## config.mk

```make
export PLATFORM = sky130hd
export DESIGN_NAME = shift_sequencer
export DESIGN_NICKNAME = d
export VERILOG_FILES = /design/src/rtl/shift_sequencer.sv
export SDC_FILE = /design/constraint.sdc
export NUM_CORES = 1
export LEC_CHECK = 0
export ABC_AREA = 1
export ABC_CLOCK_PERIOD_IN_PS = 11900
export BUFFER_PORTS_ARGS = -buffer_cell sky130_fd_sc_hd__buf_2
export CORE_ASPECT_RATIO = 0.5
export CORE_MARGIN = 2
export CORE_UTILIZATION = 40
export CTS_BUF_LIST = sky130_fd_sc_hd__clkbuf_2
export DETAILED_ROUTE_END_ITERATION = 8
export HOLD_SLACK_MARGIN = 0.02
export SYNTH_ARGS = -nofsm -noshare
export SYNTH_HDL_FRONTEND = slang
export SYNTH_SLANG_ARGS = --single-unit
export TNS_END_PERCENT = 20
```

## constraint.sdc

```tcl
create_clock -name clk -period 11.9 [get_ports clk]
set_clock_uncertainty 0.05 [all_clocks]
set_input_delay 0.595 -clock clk [delete_from_list [all_inputs] [get_ports clk]]
set_output_delay 0.595 -clock clk [all_outputs]
set_load 0.03 [all_outputs]
```

## src/rtl/shift_sequencer.sv

```systemverilog
// shift_sequencer: round-robin front end for a shared, external 32-bit barrel
// shifter. It accepts one operation at a time from either of two requesters and
// drives the shifter for one pass (SLL/SRL/SRA) or two passes (ROL/ROR, built
// by OR-combining a left and a right shift). It returns a registered,
// single-cycle result pulse to the requester that owns the operation.
//
// Optional build macro: SHIFT_SEQ_PERF_EN adds the perf_ops / perf_rot_ops
// saturating counters and their output ports.

module shift_sequencer #(
  parameter int XLEN  = 32,
  parameter int CNT_W = 16
) (
  input  logic             clk,
  input  logic             rst,

  input  logic             req0_valid,
  output logic             req0_ready,
  input  logic [XLEN-1:0]  req0_a,
  input  logic [4:0]       req0_shamt,
  input  logic [2:0]       req0_op,
  output logic             rsp0_valid,
  output logic [XLEN-1:0]  rsp0_result,

  input  logic             req1_valid,
  output logic             req1_ready,
  input  logic [XLEN-1:0]  req1_a,
  input  logic [4:0]       req1_shamt,
  input  logic [2:0]       req1_op,
  output logic             rsp1_valid,
  output logic [XLEN-1:0]  rsp1_result,

  output logic [XLEN-1:0]  sh_a,
  output logic [4:0]       sh_shamt,
  output logic [1:0]       sh_type,
  input  logic [XLEN-1:0]  sh_r
`ifdef SHIFT_SEQ_PERF_EN
  ,
  output logic [CNT_W-1:0] perf_ops,
  output logic [CNT_W-1:0] perf_rot_ops
`endif
);

  // Operation encodings seen on reqN_op.
  localparam logic [2:0] OP_SLL = 3'b000;
  localparam logic [2:0] OP_SRL = 3'b001;
  localparam logic [2:0] OP_SRA = 3'b010;
  localparam logic [2:0] OP_ROL = 3'b011;
  localparam logic [2:0] OP_ROR = 3'b100;

  // Shifter type encodings on sh_type. SH_NONE makes the shifter output 0.
  localparam logic [1:0] SH_LL   = 2'b00;
  localparam logic [1:0] SH_RL   = 2'b01;
  localparam logic [1:0] SH_RA   = 2'b10;
  localparam logic [1:0] SH_NONE = 2'b11;

  // The shift amount port is hard-wired to 5 bits, so only a 32-bit datapath
  // is meaningful. Catch a bad configuration at elaboration time.
  generate
    if (XLEN != 32 || CNT_W < 1) begin : g_param_check
      $error("shift_sequencer: XLEN must be 32 and CNT_W must be at least 1");
    end
  endgenerate

  typedef enum logic [1:0] {
    IDLE = 2'd0,
    P1   = 2'd1,
    P2   = 2'd2,
    DONE = 2'd3
  } state_t;

  state_t            state_reg;
  logic              last_grant_reg;
  logic              owner_reg;
  logic [XLEN-1:0]   a_reg;
  logic [4:0]        shamt_reg;
  logic [2:0]        op_reg;
  logic [XLEN-1:0]   acc_reg;
  logic [XLEN-1:0]   sh_a_reg;
  logic [4:0]        sh_shamt_reg;
  logic [1:0]        sh_type_reg;

  logic              any_valid;
  logic              accept;
  logic              grant_next;
  logic [XLEN-1:0]   sel_a;
  logic [4:0]        sel_shamt;
  logic [2:0]        sel_op;

  // Type used for the first pass. Rotates start with the shift in their own
  // direction. Illegal codes select the zeroing type.
  function automatic logic [1:0] p1_type(input logic [2:0] op);
    logic [1:0] t;
    case (op)
      OP_SLL, OP_ROL: t = SH_LL;
      OP_SRL, OP_ROR: t = SH_RL;
      OP_SRA:         t = SH_RA;
      default:        t = SH_NONE;
    endcase
    return t;
  endfunction

  // Type used for the second pass of a rotate: the opposite logical shift.
  function automatic logic [1:0] p2_type(input logic [2:0] op);
    return (op == OP_ROL) ? SH_RL : SH_LL;
  endfunction

  function automatic logic is_rot(input logic [2:0] op);
    return (op == OP_ROL) || (op == OP_ROR);
  endfunction

  // Round-robin pick: when both requesters are valid, the one that was not
  // granted last time wins. Otherwise the sole valid requester wins.
  always_comb begin
    grant_next = 1'b0;
    if (req0_valid && req1_valid) begin
      grant_next = ~last_grant_reg;
    end else if (req1_valid) begin
      grant_next = 1'b1;
    end
  end

  assign any_valid  = req0_valid | req1_valid;
  // Acceptance is only possible in IDLE, and never while reset is held.
  assign accept     = (state_reg == IDLE) && any_valid && !rst;
  assign req0_ready = accept && !grant_next;
  assign req1_ready = accept && grant_next;

  assign sel_a      = grant_next ? req1_a     : req0_a;
  assign sel_shamt  = grant_next ? req1_shamt : req0_shamt;
  assign sel_op     = grant_next ? req1_op    : req0_op;

  // Main sequencer: capture the winning request, drive the shifter for one or
  // two passes from registered sh_* outputs, and build up the result.
  always_ff @(posedge clk or posedge rst) begin
    if (rst) begin
      state_reg      <= IDLE;
      last_grant_reg <= 1'b1;
      owner_reg      <= 1'b0;
      a_reg          <= '0;
      shamt_reg      <= '0;
      op_reg         <= '0;
      acc_reg        <= '0;
      sh_a_reg       <= '0;
      sh_shamt_reg   <= '0;
      sh_type_reg    <= SH_NONE;
    end else begin
      case (state_reg)
        IDLE: begin
          if (accept) begin
            owner_reg      <= grant_next;
            last_grant_reg <= grant_next;
            a_reg          <= sel_a;
            shamt_reg      <= sel_shamt;
            op_reg         <= sel_op;
            // Present the first pass to the shifter as P1 begins.
            sh_a_reg       <= sel_a;
            sh_shamt_reg   <= sel_shamt;
            sh_type_reg    <= p1_type(sel_op);
            state_reg      <= P1;
          end
        end
        P1: begin
          acc_reg <= sh_r;
          if (is_rot(op_reg) && (shamt_reg != 5'd0)) begin
            // Second pass shifts the other way by (32 - n) mod 32.
            sh_a_reg     <= a_reg;
            sh_shamt_reg <= 5'd0 - shamt_reg;
            sh_type_reg  <= p2_type(op_reg);
            state_reg    <= P2;
          end else begin
            sh_a_reg     <= '0;
            sh_shamt_reg <= '0;
            sh_type_reg  <= SH_NONE;
            state_reg    <= DONE;
          end
        end
        P2: begin
          acc_reg      <= acc_reg | sh_r;
          sh_a_reg     <= '0;
          sh_shamt_reg <= '0;
          sh_type_reg  <= SH_NONE;
          state_reg    <= DONE;
        end
        DONE: begin
          state_reg <= IDLE;
        end
        default: begin
          state_reg <= IDLE;
        end
      endcase
    end
  end

  assign sh_a     = sh_a_reg;
  assign sh_shamt = sh_shamt_reg;
  assign sh_type  = sh_type_reg;

  // Per-requester response registers: a one-cycle pulse following DONE for
  // the owner, with the result held afterwards.
  genvar gi;
  generate
    for (gi = 0; gi < 2; gi++) begin : g_rsp
      logic            valid_reg;
      logic [XLEN-1:0] result_reg;
      logic            hit;

      assign hit = (state_reg == DONE) && (owner_reg == 1'(gi));

      // Pulse valid for the owner and capture the finished accumulator.
      always_ff @(posedge clk or posedge rst) begin
        if (rst) begin
          valid_reg  <= 1'b0;
          result_reg <= '0;
        end else begin
          valid_reg <= hit;
          if (hit) begin
            result_reg <= acc_reg;
          end
        end
      end
    end
  endgenerate

  assign rsp0_valid  = g_rsp[0].valid_reg;
  assign rsp0_result = g_rsp[0].result_reg;
  assign rsp1_valid  = g_rsp[1].valid_reg;
  assign rsp1_result = g_rsp[1].result_reg;

`ifdef SHIFT_SEQ_PERF_EN
  logic [CNT_W-1:0] ops_cnt_reg;
  logic [CNT_W-1:0] rot_cnt_reg;

  // Saturating counts of accepted operations and accepted rotates.
  always_ff @(posedge clk or posedge rst) begin
    if (rst) begin
      ops_cnt_reg <= '0;
      rot_cnt_reg <= '0;
    end else if (accept) begin
      if (ops_cnt_reg != '1) begin
        ops_cnt_reg <= ops_cnt_reg + CNT_W'(1);
      end
      if (is_rot(sel_op) && (rot_cnt_reg != '1)) begin
        rot_cnt_reg <= rot_cnt_reg + CNT_W'(1);
      end
    end
  end

  assign perf_ops     = ops_cnt_reg;
  assign perf_rot_ops = rot_cnt_reg;
`endif

endmodule

```

==> metrics.md, run 1 <==
| Metric | Value |
|---|---|
| Worst-skew pair later-pin latency | 0.74 ns |
| TritonCTS clock tree | done |
| Comb power frac | 51.8% |
| Setup slack, reg-to-reg | 9.06 ns |
| Routed vias | 6583 |
| Most frequent cells in the layout | 241 x nand2_1, 222 x buf_2, 178 x dfrtp_1 |
| FILL cells | 1962 |
| DR vias/cell | 4.581 |
| RSZ-0062 raised after global routing | no |
| Core Area | 19370 um^2 |
| Worst R2R End | sh_a[28]$_DFFE_PP0P_ |
| Sequential share of power | 37.1% |
| H-tree Lvls | 4 |
| TritonCTS buffer count | 17 |
| Top-Level Pins | 223 |
| Maximum number of pins on one net before global-route repair | 97 |
| Startpoint Class | primary input |
| Commonest non-fill, non-tap cell in the layout | nand2_1 |
| Clock sinks | 181 |
| GR Overflow Total | 0 |
| DP Wirelength | 12380 um |
| Number of global-route vias before repair | 6220 |
| Endpoints failing setup | 0 |
| Register bit count reported by yosys | 181 |
| Seq/Total Area, Yosys | 57.71% |
| Reg2reg path depth | 8 |
| Worst min-delay path category | in2reg |
| DP Worst Slack | 8.224 ns |
| Psw | 1.442 mW |
| Post-route minimum period | 3.799 ns |
| Sw frac | 49.75% |
| Die width | 202.2 um |
| Post-DP Area | 9075 um^2 |
| P&R area growth vs syn | 22.87% |
| Mapped Cells | 934 |
| Number of max-cap violations | 0 |
| Gr usage total | 18.91% |
| Final period util | 31.92% |
| Tightest Pin Transition | 1.152 ns |
| Final worst setup slack | 8.101 ns |
| LEAKAGE | 5.106 nW |
| Drt initial violations | 319 |
| Slew HR | 23.18% |
| CTS max path bufs | 2 |
| I/O Buffers | 222 |
| Wirelength per Cell | 13.59 um |
| Critical path endpoint category | output port |
| Initial Util | 40.56% |
| Final net count | 1282 |
| Internal | 1.456 mW |
| Share of cells above drive strength 1 | 24.34% |
| CP arrival | 3.15 ns |
| Tot Pwr | 2.899 mW |
| Post-route cell area | 9652 um^2 |
| Maximum fanout along the worst path | 96 |
| Max IR drop VDD | 177.1 uV |
| Initial antenna violation count | 0 |
| Clk slew on worst S/H paths | 0.29 ns |
| Post-synth top area share | 56.71% |
| Sum of negative setup slack | 0 ns |
| Final wirelength | 19530 um |
| Cell Rows | 36 |
| Residual DRC count | 0 |
| Full die area | 20840 um^2 |
| Pwr/cell area | 300.3 nW/um^2 |
| Synth Area per Inst | 8.410 um^2 |
| Status | completed |
| Ranking of synthesized cells by area | dfrtp_1 57%, nand2_1 12%, o21ai_0 11% |
| Pre-antenna DRT Iters | 4 |
| Netlist cell types | 27 |
| Critical path type | in2out |
| Worst Setup EP | req1_ready |
| Global-route wire length before repair | 31260 um |
| # diodes | 0 |
| CTS root buf | clkbuf_2 |
| Clock Power Share | 11.1% |
| Mapped Nets | 1058 |
| Synth area leader | dfrtp_1 |
| Post-CTS Repair Setup Buffers | 0 |
| DIE HEIGHT | 103.1 um |
| Critical Path RT | 11.26 ns |
| Final Hold Fails | 0 |
| Synth warn | 0 |
| Synthesized cell area | 7855 um^2 |
| Post-detailed-route count of antenna-violating nets | 0 |
| Slew Limit Fails | 0 |
| Crit path from | rst |
| FF-to-FF Start | state_reg[0]$_DFFE_PP0P_ |
| F_max | 263.2 MHz |
| Resize count post-CTS | 0 |
| GP Congestion | 0.7493 |
## worst max-delay path, stage by stage
cell and delay [ns]:
dlygate4sd3_1 0.52, buf_2 0.12, clkinv_4 0.59, nand3_2 0.32, buf_4 0.62, nor2_1 0.11
buf_2 0.23
## per-stage QoR
stage | cells | utilization [%] | hold WS, ns
final | 1437 | 49.83 | 0.1282
after floorplan | 934 | - | 0.4030
after global placement | 1372 | 46.85 | 0.4103
after global routing | 1437 | 49.83 | 0.06832
after CTS | 1437 | 49.83 | 0.05811
after detailed placement | 1372 | 46.85 | 0.4122
## synthesized netlist by cell type
cell	count
buf_1	3
ha_1	8
nor3b_1	1
nor2_2	5
buf_6	4
a31oi_1	1
inv_1	93
nor2_1	111
xor2_1	1
clkbuf_1	22
nand3_2	1
clkbuf_2	4
nand4_1	1
buf_4	2
dfrtp_1	178
inv_2	3
a21oi_2	6
buf_2	19
nand3_1	8
nand3b_1	2
nand2_1	243
o21ai_0	175
nand2_2	5
a21oi_1	30
o21ai_1	4
xnor2_1	1
dfstp_2	3
## power groups by stage
| stage | Sequential (mW) | Clock, mW | Combinational [mW] |
|---|---|---|---|
| after floorplan | 1.41 | 0 | 0.767 |
| after global placement | 1.08 | 0 | 1.48 |
| after detailed placement | 1.09 | 0 | 1.51 |
| after CTS | 1.08 | 0.335 | 1.52 |
| after global routing | 1.11 | 0.362 | 1.68 |
| final | 1.07 | 0.321 | 1.50 |
## how the worst min path moves through the flow
stage | depth (start not counted) | to | startpoint | slack (ns)
6_report | 3 | a_reg[5]$_DFFE_PP0P_ | req1_a[5] | 0.13
5_1_grt | 5 | a_reg[5]$_DFFE_PP0P_ | req0_a[5] | 0.07
4_1_cts | 3 | a_reg[22]$_DFFE_PP0P_ | req1_a[22] | 0.06
3_5_place_dp | 2 | sh_type[1]$_DFFE_PP1P_ | sh_type[1]$_DFFE_PP1P_ | 0.41
3_3_place_gp | 2 | rsp1_result[19]$_DFFE_PP0P_ | rsp1_result[19]$_DFFE_PP0P_ | 0.41
2_1_floorplan | 2 | shamt_reg[1]$_DFFE_PP0P_ | shamt_reg[1]$_DFFE_PP0P_ | 0.40
## cell type report
type | count | area [um^2] | share of cell area (%)
tap | 266 | 332.8 | 3.448
sequential | 181 | 4533 | 46.97
timing repair buffer | 259 | 1471 | 15.24
clock inverter | 14 | 156.4 | 1.620
multi-input combinational | 603 | 2703 | 28.00
clock buffer | 18 | 90.09 | 0.9334
inverter | 96 | 365.4 | 3.785
## repair_timing
action | CTS | global route
setup endpoints to repair | 0 | 0
endpoints found under the hold margin | 123 | 0
hold buffers | 33 | 0
## routing by layer
| layer | share of wire (%) | global-route usage, % | vias up |
|---|---|---|---|
| met5 | 0 | 0 | - |
| li1 | - | - | 3376 |
| met4 | 0.91 | 4.885 | 0 |
| met3 | 3.2 | 3.161 | 15 |
| met1 | 49 | 25.70 | 3082 |
| met2 | 47 | 32.06 | 110 |
## kinds of logic (layout without fill, tap and decap cells)
| kind of cell | Yosys count | after routing | synth area share [%] |
|---|---|---|---|
| AOI/OAI and AO/OA | 216 | 216 | 14.06 |
| xor gates and xnor gates | 2 | 2 | 0.2230 |
| adders and majority gates | 8 | 8 | 1.274 |
| buffers and inverters | 150 | 387 | 8.012 |
| DFF | 181 | 181 | 57.71 |
| and+or+nand+nor | 377 | 377 | 18.72 |
Note: power is estimated with default switching activity, not from simulation.
==> inputs of run 2 (changes only) <==
Settings changed: ABC_AREA 1 to 0, ABC_CLOCK_PERIOD_IN_PS 11900 to 3470, PLACE_DENSITY from default to 0.67.
Clock period 11.9 ns to 3.47 ns, I/O delays scaled along.
==> run 2 against run 1 <==
Net effect: critical path depth decreased by 1; synthesized area decreased by 5.4%; final area increased by 6.4%; flip-flop and latch count unchanged; utilization increased by 6.3 points; sequential power increased to 3.5 times the previous value; power increased to 3.4 times the previous value.
==> metrics.md, run 2 <==
| Metric | Value |
|---|---|
| Startpoint Class | register (was primary input) |
| Pwr/cell area | 960.3 nW/um^2 (was 300.3 nW/um^2) |
| Worst Setup EP | req0_ready (was req1_ready) |
| Cell Rows | 35 (was 36) |
| GR Overflow Total | 0 (unchanged) |
| CTS root buf | clkbuf_2 (unchanged) |
| DP Wirelength | 11290 um (was 12380 um) |
| Status | completed (unchanged) |
| Ranking of synthesized cells by area | dfrtp_1 60%, mux2_2 9.8%, mux2i_1 5.4% (was dfrtp_1 57%, nand2_1 12%, o21ai_0 11%) |
| Critical path type | reg2out (was in2out) |
| Worst min-delay path category | in2reg (unchanged) |
| Post-detailed-route count of antenna-violating nets | 0 (unchanged) |
| P&R area growth vs syn | 38.15% (was 22.87%) |
| Top-Level Pins | 223 (unchanged) |
| Crit path from | state_reg[0]$_DFFE_PP0P_ (was rst) |
| Synth Area per Inst | 12.93 um^2 (was 8.410 um^2) |
| Post-synth top area share | 59.93% (was 56.71%) |
| Reg2reg path depth | 7 (was 8) |
| Maximum fanout along the worst path | 15 (was 96) |
| # diodes | 0 (unchanged) |
| Most frequent CP cell | inv_1 (was buf_2) |
| Endpoints failing setup | 0 (unchanged) |
| TritonCTS clock tree | done (unchanged) |
| Worst path cell trace | inv_1 > ha_1 > inv_1 > or3_1 > nor2_1 > buf_2 (was dlygate4sd3_1 > buf_2 > clkinv_4 > nand3_2 > buf_4 > nor2_1 > buf_2) |
| F_max | 339.3 MHz |
| Worst-skew pair later-pin latency | 0.71 ns (was 0.74 ns) |
| Tightest Pin Transition | 1.065 ns (was 1.152 ns) |
| TritonCTS buffer count | 17 (unchanged) |
| Critical path endpoint category | output port (unchanged) |
| Mapped Nets | 699 (was 1058) |
| Residual DRC count | 0 (unchanged) |
| CP max stage cell | or3_1 (was buf_4) |
| Worst R2R End | shamt_reg[0]$_DFFE_PP0P_ (was sh_a[28]$_DFFE_PP0P_) |
| Levels on crit path | 6 (was 7) |
| Final net count | 1033 (was 1282) |
| Synth async-reset ratio | 100.0% (unchanged) |
| FF-to-FF Start | state_reg[0]$_DFFE_PP0P_ (unchanged) |
| Wirelength per Cell | 16.33 um (was 13.59 um) |
| Critical Path RT | 3.25 ns (was 11.26 ns) |
| CP max stage delay | 0.62 ns (about the same) |
| Clock sinks | 181 (unchanged) |
| Share of cells above drive strength 1 | 36.55% (was 24.34%) |
| H-tree Lvls | 4 (unchanged) |
| Slew HR | 28.85% (was 23.18%) |
| CP arrival | 2.72 ns (was 3.15 ns) |
| Drt initial violations | 263 (was 319) |
| Initial Util | 40.60% (was 40.56%) |
| Bufs and invs on worst path | 3 (was 5) |
| Synth area leader | dfrtp_1 (unchanged) |
| Synthesized cell area | 7432 um^2 (was 7855 um^2) |
| CTS max path bufs | 2 (unchanged) |
| Synth warn | 0 (unchanged) |
| Number of max-cap violations | 0 (unchanged) |
| Post-CTS Repair Setup Buffers | 0 (unchanged) |
| Commonest non-fill, non-tap cell in the layout | buf_2 (was nand2_1) |
| Final Util | 56.09% (was 49.83%) |
| Number of flops mapped to enable cells by yosys | 0 (unchanged) |
| Maximum number of pins on one net before global-route repair | 182 (was 97) |
| Post-route minimum period | 2.948 ns |
| LEAKAGE | 5.000 nW (was 5.106 nW) |
| DIE HEIGHT | 100.4 um (was 103.1 um) |
| Seq/Total Area, Yosys | 60.99% (was 57.71%) |
| Post-route cell area | 10270 um^2 (was 9652 um^2) |
| Final wirelength | 18970 um (was 19530 um) |
| Number of global-route vias before repair | 6147 (was 6220) |
| Max IR drop VDD | 477.0 uV (was 177.1 uV) |
| Post-DP Area | 8778 um^2 (was 9075 um^2) |
| Final period util | 84.94% |
| GP Congestion | 0.7826 (was 0.7493) |
| Synth top cells by count | 178 x dfrtp_1, 79 x nor2_1, 65 x mux2_2 (was 243 x nand2_1, 178 x dfrtp_1, 175 x o21ai_0) |
| Initial antenna violation count | 1 (was 0) |
| Routed vias | 5854 (was 6583) |
| Setup slack, reg-to-reg | 0.88 ns (was 9.06 ns) |
| Slew Limit Fails | 0 (unchanged) |
| Final Hold Fails | 0 (unchanged) |
| Count leader, synth | dfrtp_1 (was nand2_1) |
| Crit path max-delay family | simple AND/OR/NAND/NOR gates (was buffers and inverters) |
| Register bit count reported by yosys | 181 (unchanged) |
| Core Area | 18310 um^2 (was 19370 um^2) |
| DR vias/cell | 5.038 (was 4.581) |
| Global-route wire length before repair | 30910 um (was 31260 um) |
| Pre-antenna DRT Iters | 4 (unchanged) |
| Gr usage total | 19.84% (was 18.91%) |
| RSZ-0062 raised after global routing | no (unchanged) |
| Die width | 196.8 um (was 202.2 um) |
| Netlist cell types | 37 (was 27) |
| Most frequent cells in the layout | 222 x buf_2, 178 x dfrtp_1, 124 x dlygate4sd3_1 (was 241 x nand2_1, 222 x buf_2, 178 x dfrtp_1) |
| Primary FF master, synth | dfrtp_1 (unchanged) |
| Clk slew on worst S/H paths | 0.30 ns (was 0.29 ns) |
| I/O Buffers | 222 (unchanged) |
| Mapped Cells | 575 (was 934) |
| Full die area | 19750 um^2 (was 20840 um^2) |
## run 2: cell count changes in the layout (fill, tap and decap cells not counted), sizes merged, moves of 4 or more
cell and change:
inv -81, dlygate4sd3 +91, nand2 -238, nor2 -37
nand3 -9, clkinv -4, mux2 +65, o21ai -168
a221o +36, buf +5, mux2i +40, a22o +32
## run 2: metal layers
metal	track usage (%)	routed length [um]	vias to the layer above	share of wire (%)
met1	25.20	8253	2943	43
met5	0	11	-	0.058
met3	3.999	690	30	3.6
li1	-	-	2738	-
met2	34.49	9623	141	51
met4	6.420	395	2	2.1
## run 2: logic make-up after synthesis
| family | after synthesis | synth area share [%] |
|---|---|---|
| muxes | 105 | 15.24 |
| xor gates and xnor gates | 2 | 0.2357 |
| buffers and inverters | 49 | 3.114 |
| AOI/OAI and AO/OA | 129 | 13.38 |
| adders and majority gates | 8 | 1.347 |
| and+or+nand+nor | 101 | 5.690 |
| DFF | 181 | 60.99 |
## run 2: cell type report
type	instances	area (um^2)
Timing Repair Buffer	355	2457
Sequential cell	181	4533
Fill cell	1570	8038
Inverter	9	37.54
Clock buffer	17	85.08
Tap cell	240	300.3
Multi-Input combinational cell	345	2691
Clock inverter	15	162.7
## run 2: power by group
group	internal, mW	switching (mW)
combinational	2.01	2.99
sequential	3.16	0.609
clock	0.292	0.799
## run 2: repair_timing
item                                   CTS  global route
hold buffers                           123             1
resized for setup                        0             0
endpoints found under the hold margin  293             1
## run 2: how the worst min path moves through the flow
| stage | cells past startpoint | start | end |
|---|---|---|---|
| 2_1_floorplan | 1 | sh_r[0] | acc_reg[0]$_DFFE_PP0N_ |
| 3_3_place_gp | 2 | sh_r[1] | acc_reg[1]$_DFFE_PP0N_ |
| 3_5_place_dp | 2 | sh_r[9] | acc_reg[9]$_DFFE_PP0N_ |
| 4_1_cts | 3 | sh_r[4] | acc_reg[4]$_DFFE_PP0N_ |
| 5_1_grt | 3 | sh_r[10] | acc_reg[10]$_DFFE_PP0N_ |
| 6_report | 3 | sh_r[9] | acc_reg[9]$_DFFE_PP0N_ |
## run 2: stage by stage
step                hold slack (ns)  power, mW  setup slack (ns)  setup TNS [ns]  instances
detailed placement           0.3607      8.633             1.055               0       1006
CTS                         0.03947      9.928            0.4332               0       1161
global placement             0.3536      8.468             1.158               0       1006
floorplan                    0.2695      7.231           -0.4874          -1.268        575
global route                0.03849      10.54            0.2563               0       1162
finish                       0.1452      9.860            0.5225               0       1162
## run 2: worst min-delay path, stage by stage
cell	delay, ns
dlygate4sd3_1	0.52
buf_2	0.09
a22o_1	0.12
